### config.mk
export PLATFORM = sky130hd
export DESIGN_NAME = mult_share_ctrl
export DESIGN_NICKNAME = d
export VERILOG_FILES = /design/src/rtl/mult_share_ctrl.sv
export SDC_FILE = /design/constraint.sdc
export NUM_CORES = 1
export LEC_CHECK = 0
export ABC_AREA = 1
export BUFFER_PORTS_ARGS = -buffer_cell sky130_fd_sc_hd__buf_4
export CORE_AREA = 2 2 155 157
export CTS_CLUSTER_DIAMETER = 120
export CTS_CLUSTER_SIZE = 25
export DETAILED_ROUTE_END_ITERATION = 7
export DIE_AREA = 0 0 157 159
export SYNTH_ARGS = -nofsm -noshare
export SYNTH_HDL_FRONTEND = slang
export SYNTH_SLANG_ARGS = --single-unit
### constraint.sdc
create_clock -name clk -period 3.3 [get_ports clk]
set_input_delay 0.495 -clock clk [delete_from_list [all_inputs] [get_ports clk]]
set_output_delay 0.495 -clock clk [all_outputs]
set_load 0.05 [all_outputs]
### src/rtl/mult_share_ctrl.sv
// mult_share_ctrl: round-robin sequencer sharing one registered multiplier between two requesters
module mult_share_ctrl #(
  parameter int DATA_WIDTH   = 32,
  parameter int MULT_LATENCY = 1
) (
  input  logic                    clk,
  input  logic                    rst,
  input  logic                    req0_valid,
  output logic                    req0_ready,
  input  logic [DATA_WIDTH-1:0]   req0_a,
  input  logic [DATA_WIDTH-1:0]   req0_b,
  output logic                    resp0_valid,
  input  logic                    resp0_ready,
  output logic [2*DATA_WIDTH-1:0] resp0_result,
  input  logic                    req1_valid,
  output logic                    req1_ready,
  input  logic [DATA_WIDTH-1:0]   req1_a,
  input  logic [DATA_WIDTH-1:0]   req1_b,
  output logic                    resp1_valid,
  input  logic                    resp1_ready,
  output logic [2*DATA_WIDTH-1:0] resp1_result,
  output logic                    busy,
  output logic                    mult_enable,
  output logic [DATA_WIDTH-1:0]   mult_a,
  output logic [DATA_WIDTH-1:0]   mult_b,
  input  logic [2*DATA_WIDTH-1:0] mult_result
);
  typedef enum logic [1:0] {IDLE, ISSUE, RESP} state_t;
  localparam logic [3:0] LAT = 4'(MULT_LATENCY);
  state_t state, state_n;
  logic [3:0] cnt;
  logic last_grant, owner, acc0, acc1, done, resp_ok;
  logic [DATA_WIDTH-1:0] op_a, op_b;
  logic [2*DATA_WIDTH-1:0] result;
  always_comb begin
    req0_ready = state == IDLE && (!req1_valid || last_grant);
    req1_ready = state == IDLE && (!req0_valid || !last_grant);
    acc0 = req0_valid && req0_ready;
    acc1 = req1_valid && req1_ready;
    done = state == ISSUE && cnt == LAT;
    resp_ok = owner ? resp1_ready : resp0_ready;
    state_n = state == IDLE  ? ((acc0 || acc1) ? ISSUE : IDLE) :
              state == ISSUE ? (done ? RESP : ISSUE) :
                               (resp_ok ? IDLE : RESP);
    busy = state != IDLE;
    mult_enable = state == ISSUE;
    mult_a = op_a;
    mult_b = op_b;
    resp0_valid = state == RESP && !owner;
    resp1_valid = state == RESP && owner;
    resp0_result = resp0_valid ? result : '0;
    resp1_result = resp1_valid ? result : '0;
  end
  // acc0 and acc1 are mutually exclusive by construction of the ready terms
  always_ff @(posedge clk) begin
    if (rst) begin
      state <= IDLE;
      cnt <= '0;
      last_grant <= 1'b1;
      owner <= 1'b0;
      op_a <= '0;
      op_b <= '0;
      result <= '0;
    end else begin
      state <= state_n;
      if (acc0 || acc1) begin
        op_a <= acc0 ? req0_a : req1_a;
        op_b <= acc0 ? req0_b : req1_b;
        owner <= !acc0;
        last_grant <= !acc0;
        cnt <= '0;
      end else if (state == ISSUE) begin
        cnt <= cnt + 4'd1;
      end
      if (done) result <= mult_result;
    end
  end
endmodule
==> results of run 1 <==
power groups by stage:
stage	clock (mW)	sequential (mW)	combinational (mW)
2_1_floorplan	0	2.27	0.556
4_1_cts	1.90	1.88	1.45
5_1_grt	1.97	1.90	1.55
6_report	1.84	1.88	1.43
3_3_place_gp	0	1.92	1.44
3_5_place_dp	0	1.91	1.45
Yosys cell counts:
master | number | area (um2)
xnor2_1 | 1 | 8.76
inv_2 | 4 | 15.0
dfxtp_1 | 136 | 2720
nor2_1 | 263 | 987
nand3_1 | 2 | 10.0
buf_2 | 29 | 145
nand3_2 | 2 | 20.0
o21bai_1 | 1 | 7.51
nor3_1 | 2 | 10.0
buf_1 | 7 | 26.3
nor2_4 | 1 | 11.3
o21ai_1 | 8 | 40.0
o21ai_0 | 56 | 280
a21oi_1 | 5 | 25.0
nand4_1 | 64 | 400
nor2_2 | 2 | 12.5
ha_1 | 2 | 25.0
or2_2 | 1 | 6.26
xor2_1 | 1 | 8.76
clkbuf_1 | 36 | 135
nand2_1 | 338 | 1270
inv_1 | 73 | 274
a21oi_4 | 1 | 16.3
placed cells by master, fill, tap and decap left out, drive strengths merged:
| master | instances |
|---|---|
| or2 | 1 |
| nand3 | 4 |
| bufinv | 1 |
| o21bai | 1 |
| o21ai | 64 |
| nand2 | 338 |
| nand4 | 64 |
| clkinvlp | 2 |
| a21oi | 6 |
| ha | 2 |
| nor2 | 266 |
| clkbuf | 19 |
| nor3 | 2 |
| xor2 | 1 |
| clkinv | 6 |
| dfxtp | 136 |
| xnor2 | 1 |
| buf | 405 |
| inv | 81 |
registers in the layout (all words and copies together), names as in the netlist:
signal,cells
mult_b,32
owner,1
cnt,4
state,2
result,64
mult_a,32
last_grant,1
worst max-delay path: cells and delay by family (launching register included):
kind                   cells  cell delay, ns
and+or+nand+nor            2            0.62
DFF                        1            0.44
buffers and inverters      3            0.82
path summary, 6_finish.rpt:
path,startpoint,endpoint,slack (ns),depth (start not counted)
min,rst,owner,0.32,2
max reg2reg,state[0],mult_b[10],1.10,7
max,state[1],resp0_result[15],0.50,5
min reg2reg,mult_b[12],mult_b[12],0.45,2
layout make-up:
| class | count | area [um2] |
|---|---|---|
| clock buffer | 19 | 443 |
| clock inverter | 13 | 120 |
| fill | 2470 | 13000 |
| inverter | 77 | 289 |
| multi-input combinational | 750 | 3160 |
| sequential | 136 | 2720 |
| tap | 319 | 399 |
| timing repair buffer | 405 | 3050 |
metal layers:
| metal | vias up | part of all wire, % |
|---|---|---|
| met1 | 3357 | 40 |
| li1 | 3893 | - |
| met5 | - | 0 |
| met4 | 0 | 1.3 |
| met2 | 304 | 48 |
| met3 | 22 | 11 |
cell families (layout without fill, tap and decap cells):
group           after synthesis  count (layout)  share of synthesized area (%)
buf+inv                     149             514                           9.22
flops                       136             136                           42.2
fa+ha+maj                     2               2                          0.388
compound gates               71              71                           5.72
simple gates                675             675                           42.2
xor+xnor                      2               2                          0.271
==> results.sh, run 1 <==
export IMPL_final_cells=1719
export IMPL_numClockSinks=136
export IMPL_grt_max_degree=66
export IMPL_cp_slowest_cell="inv_2"
export IMPL_p_comb_share_pct=27.8
export IMPL_ys_seq_elements=136
export IMPL_end_kind="output port"
export IMPL_path_class="flip-flop to output port"
export IMPL_period_share_pct=85.0
export IMPL_fin_util_pct=43.9
export IMPL_start_util_pct=27.8
export IMPL_worstPathCellList="inv_1, nor3_1, inv_2, nor2_1, buf_4"
export IMPL_grt_use_met1_pct=21.4
export IMPL_slowest_delay_ns=0.48
export IMPL_final_layout_size_suffix_gt1_share_pct=32.1
export IMPL_critPathArrivalTime_ns=2.31
export IMPL_pwr_share_clk_pct=35.6
export IMPL_seq_power_share_pct=36.6
export IMPL_final_area_um2=10200
export IMPL_p_leak_nw=4.98
export IMPL_rsz0062_at_grt="no"
export IMPL_totalWireLength_um=24300
export IMPL_critPathMaxFanout=64
export IMPL_gr_usage_met2_pct=31.9
export IMPL_die_y_um=159
export IMPL_syn_inst=1035
export IMPL_hold_buffers=0
export IMPL_place_area_um2=9620
export IMPL_setup_viol_count_final=0
export IMPL_routedWlPerCell_um=14.1
export IMPL_die_w_um=157
export IMPL_switchingPower_mw=1.81
export IMPL_via_count=7576
export IMPL_max_slew_margin_pct=27.0
export IMPL_hp_class="input port to flip-flop"
export IMPL_period_minus_slack_ns=2.80
export IMPL_diodes=0
export IMPL_coreArea_um2=23200
export IMPL_post_cts_resized=0
export IMPL_worst_slew_pin_transition_ns=1.09
export IMPL_ctsRootBufferMaster="clkbuf_16"
export IMPL_gr_usage_met3_pct=7.57
export IMPL_worst_setup_path_start_kind="flip-flop"
export IMPL_clk_pin_slew_ns=0.06
export IMPL_p_sw_share_pct=35.2
export IMPL_clock_latency_ns=0.41
export IMPL_std_cell_rows=56
export IMPL_postLayoutSetupSlackWorst_ns=0.496
export IMPL_htree_num_levels=4
export IMPL_postCtsSetupBuffers=0
export IMPL_cts_tree="done"
export IMPL_fin_skew_ns=0.00975
export IMPL_syn_avg_cell_area_um2=6.24
export IMPL_dp_hpwl_um=17400
export IMPL_cts_buffer_depth=2
export IMPL_fp_dieArea_um2=25000
export IMPL_finalHoldWorstSlack_ns=0.317
export IMPL_nets=1587
export IMPL_grt_overflow=0
export IMPL_fmax_mhz=357
export IMPL_io_pins=396
export IMPL_power_mw=5.15
export IMPL_yosysWarningCount=0
export IMPL_slew_violations=0
export IMPL_finalHoldViolCount=0
export IMPL_maxCapViolCount=0
export IMPL_p_int_mw=3.34
export IMPL_drt_iter0_drc=324
export IMPL_antenna_found_initial=0
export IMPL_track_usage_pct=18.6
export IMPL_io_buffers=395
export IMPL_synthDistinctLibCells=23
export IMPL_grt_pass1_wl_um=37100
export IMPL_syn_to_final_growth_pct=57.7
export IMPL_grt_pass1_vias=7039
export IMPL_status="complete, no violations"
export IMPL_p_per_area_nw_per_um2=506
export IMPL_worstPathRequired_ns=2.80
export IMPL_final_antenna_net_count=0
export IMPL_yosysSeqAreaShare_pct=42.2
export IMPL_peakVddDrop_uv=257
export IMPL_gp_congestion=0.808
export IMPL_syn_nets=1235
export IMPL_tns_ns=0
export IMPL_synth_cell_area_um2=6460
export IMPL_drt_pass1_iterations=5
export IMPL_grt_busiest_layer="met2"
export IMPL_avgViaCountPerCell=4.41
export IMPL_numCtsBuffers=17
export IMPL_dp_cells=1687
export IMPL_pre_cts_ws_ns=0.922
export IMPL_drc=0
No activity file was read; power rests on OpenSTA's default activity.
==> run 2, diff against run 1 <==
- ABC_AREA: 1 -> 0
- CORE_AREA: 2 2 155 157 -> 2 2 153 155
- DIE_AREA: 0 0 157 159 -> 0 0 155 157
- clock period: 3.3 -> 2.9 ns (I/O delays scaled with it)
==> run 2 against run 1 <==
Clock power rose by 21%; wire length rose by 18%; first-iteration DRC count rose by 26%; flip-flop and latch count did not move; combinational power rose by 43%; cell count fell by 13%; via count rose by 5.3%; non-clock buffer count rose by 16; power rose by 25%; critical path type unchanged; synthesized cell count fell by 16%.
==> results.sh, run 2 <==
export IMPL_place_area_um2=10500
export IMPL_diodes=0
export IMPL_drt_pass1_iterations=5
export IMPL_fmax_mhz=401
export IMPL_numClockSinks=136
export IMPL_synthDistinctLibCells=35
export IMPL_die_y_um=157
export IMPL_synth_edff_count=0
export IMPL_pre_cts_ws_ns=0.787
export IMPL_nets=1391
export IMPL_drc=0
export IMPL_grt_use_met1_pct=26.5
export IMPL_avgViaCountPerCell=5.36
export IMPL_setup_viol_count_final=0
export IMPL_max_slew_margin_pct=58.4
export IMPL_cpLargestDelayFamily="simple AND/OR/NAND/NOR gates"
export IMPL_maxCapViolCount=0
export IMPL_die_w_um=155
export IMPL_io_buffers=395
export IMPL_synth_most_common_cell="dfxtp_1"
export IMPL_clock_latency_ns=0.42
export IMPL_p_per_area_nw_per_um2=580
export IMPL_r2r_cells=5
export IMPL_async_flop_share_pct=0
export IMPL_track_usage_pct=22.2
export IMPL_start_util_pct=33.1
export IMPL_syn_nets=1071
export IMPL_coreArea_um2=22500
export IMPL_cp_slowest_cell="and3b_2"
export IMPL_final_area_um2=11100
export IMPL_yosys_area_top_type="dfxtp_1"
export IMPL_fillCellCount=2229
export IMPL_final_layout_size_suffix_gt1_share_pct=38.6
export IMPL_layout_commonest_cell="buf_4"
export IMPL_synth_ff_type="dfxtp_1"
export IMPL_rsz0062_at_grt="no"
export IMPL_end_kind="output port"
export IMPL_ys_seq_elements=136
export IMPL_grt_busiest_layer="met2"
export IMPL_cp_common_cell="buf_4"
export IMPL_totalWireLength_um=28600
export IMPL_largest_register_ffs=64
export IMPL_postCtsSetupBuffers=0
export IMPL_critPathArrivalTime_ns=2.06
export IMPL_dp_hpwl_um=19600
export IMPL_synthTopCellsByCount="dfxtp_1 (136), and2_1 (129), clkbuf_1 (77)"
export IMPL_critPathMaxFanout=32
export IMPL_period_share_pct=85.9
export IMPL_drt_iter0_drc=407
export IMPL_fin_skew_ns=0.00945
export IMPL_syn_inst=871
export IMPL_worstPathRequired_ns=2.47
export IMPL_slew_violations=0
export IMPL_tns_ns=0
export IMPL_yosysSeqAreaShare_pct=36.5
export IMPL_p_leak_nw=4.62
export IMPL_yosysWarningCount=0
export IMPL_hold_buffers=0
export IMPL_worst_path_stages=4
export IMPL_io_pins=396
export IMPL_htree_num_levels=4
export IMPL_clk_pin_slew_ns=0.06
export IMPL_cts_tree="done"
export IMPL_regMostFlops="result"
export IMPL_status="complete, no violations"
export IMPL_peakVddDrop_uv=303
export IMPL_std_cell_rows=55
export IMPL_final_antenna_net_count=0
export IMPL_gp_congestion=0.805
export IMPL_slowest_delay_ns=0.46
export IMPL_routedWlPerCell_um=19.2
export IMPL_grt_overflow=0
export IMPL_synthTopCellsByArea="dfxtp_1 (37%), and2_1 (11%), a221o_1 (8.6%)"
export IMPL_cts_buffer_depth=2
export IMPL_antenna_found_initial=0
export IMPL_fp_dieArea_um2=24300
export IMPL_holdPathStages=3
export IMPL_via_count=7977
export IMPL_post_cts_resized=0
export IMPL_finalHoldViolCount=0
export IMPL_layout_common_cells="buf_4 (416), dfxtp_1 (136), and2_1 (129)"
export IMPL_synth_cell_area_um2=7460
export IMPL_path_class="flip-flop to output port"
export IMPL_syn_to_final_growth_pct=48.9
export IMPL_gr_usage_met3_pct=7.30
export IMPL_worst_r2r_setup_slack_ns=0.78
export IMPL_worstPathCellList="and3b_2, buf_4, and2_1, buf_4"
export IMPL_grt_max_degree=76
export IMPL_worst_slew_pin_transition_ns=0.623
export IMPL_grt_pass1_wl_um=43000
export IMPL_period_minus_slack_ns=2.49
export IMPL_syn_avg_cell_area_um2=8.56
export IMPL_ctsRootBufferMaster="clkbuf_16"
export IMPL_worst_setup_path_start_kind="flip-flop"
export IMPL_crit_buf_inv=2
export IMPL_gr_usage_met2_pct=38.6
export IMPL_synth_top_area_share_pct=36.5
export IMPL_postLayoutSetupSlackWorst_ns=0.409
export IMPL_hp_class="input port to flip-flop"
export IMPL_grt_pass1_vias=7629
export IMPL_numCtsBuffers=17
## run 2: path summary, 6_finish.rpt
kind / start / to
max: state[1] / resp1_result[19]
min: mult_result[1] / result[1]
max reg2reg: state[0] / mult_a[19]
min reg2reg: result[39] / result[39]
## run 2: cell families after synthesis
| logic type | Yosys count | synth area share, % |
|---|---|---|
| compound gates | 266 | 25.7 |
| xor+xnor | 2 | 0.235 |
| fa+ha+maj | 2 | 0.336 |
| simple gates | 341 | 29.6 |
| buf+inv | 123 | 7.48 |
| flops | 136 | 36.5 |
| mux | 1 | 0.134 |
## run 2: layout make-up
class                           instances  area (um2)  area share [%]
Sequential cell                       136        2720            24.5
Tap cell                              285         357            3.21
Timing Repair Buffer                  421        3210            28.9
Inverter                                3        12.5           0.113
Clock buffer                           18         439            3.95
Clock inverter                         14         160            1.44
Multi-Input combinational cell        612        4200            37.8
## run 2: through the flow
step	instances	power [mW]	util, %	hold slack, ns
after floorplan	871	3.55	-	0.450
after global placement	1457	4.25	46.7	0.467
after detailed placement	1457	4.26	46.7	0.476
after CTS	1489	6.50	49.3	0.253
after global routing	1489	6.73	49.3	0.255
final	1489	6.44	49.3	0.273
## run 2: power breakdown
group | switching, mW | total (mW) | internal (mW)
Combinational | 1.36 | 2.04 | 0.674
Sequential | 0.125 | 2.18 | 2.05
Clock | 0.909 | 2.22 | 1.31
Total | 2.40 | 6.44 | 4.04
## run 2: worst min-delay path, cell delays in order
cell	delay (ns)
buf_4	0.11
nand3_1	0.05
a21oi_1	0.05
## run 2: metal layers
layer	wire length, um	part of all wire [%]	up-vias
met5	0	0	-
met4	313	1.1	0
met3	2480	8.7	16
met2	14100	49	336
met1	11700	41	3726
li1	-	-	3899
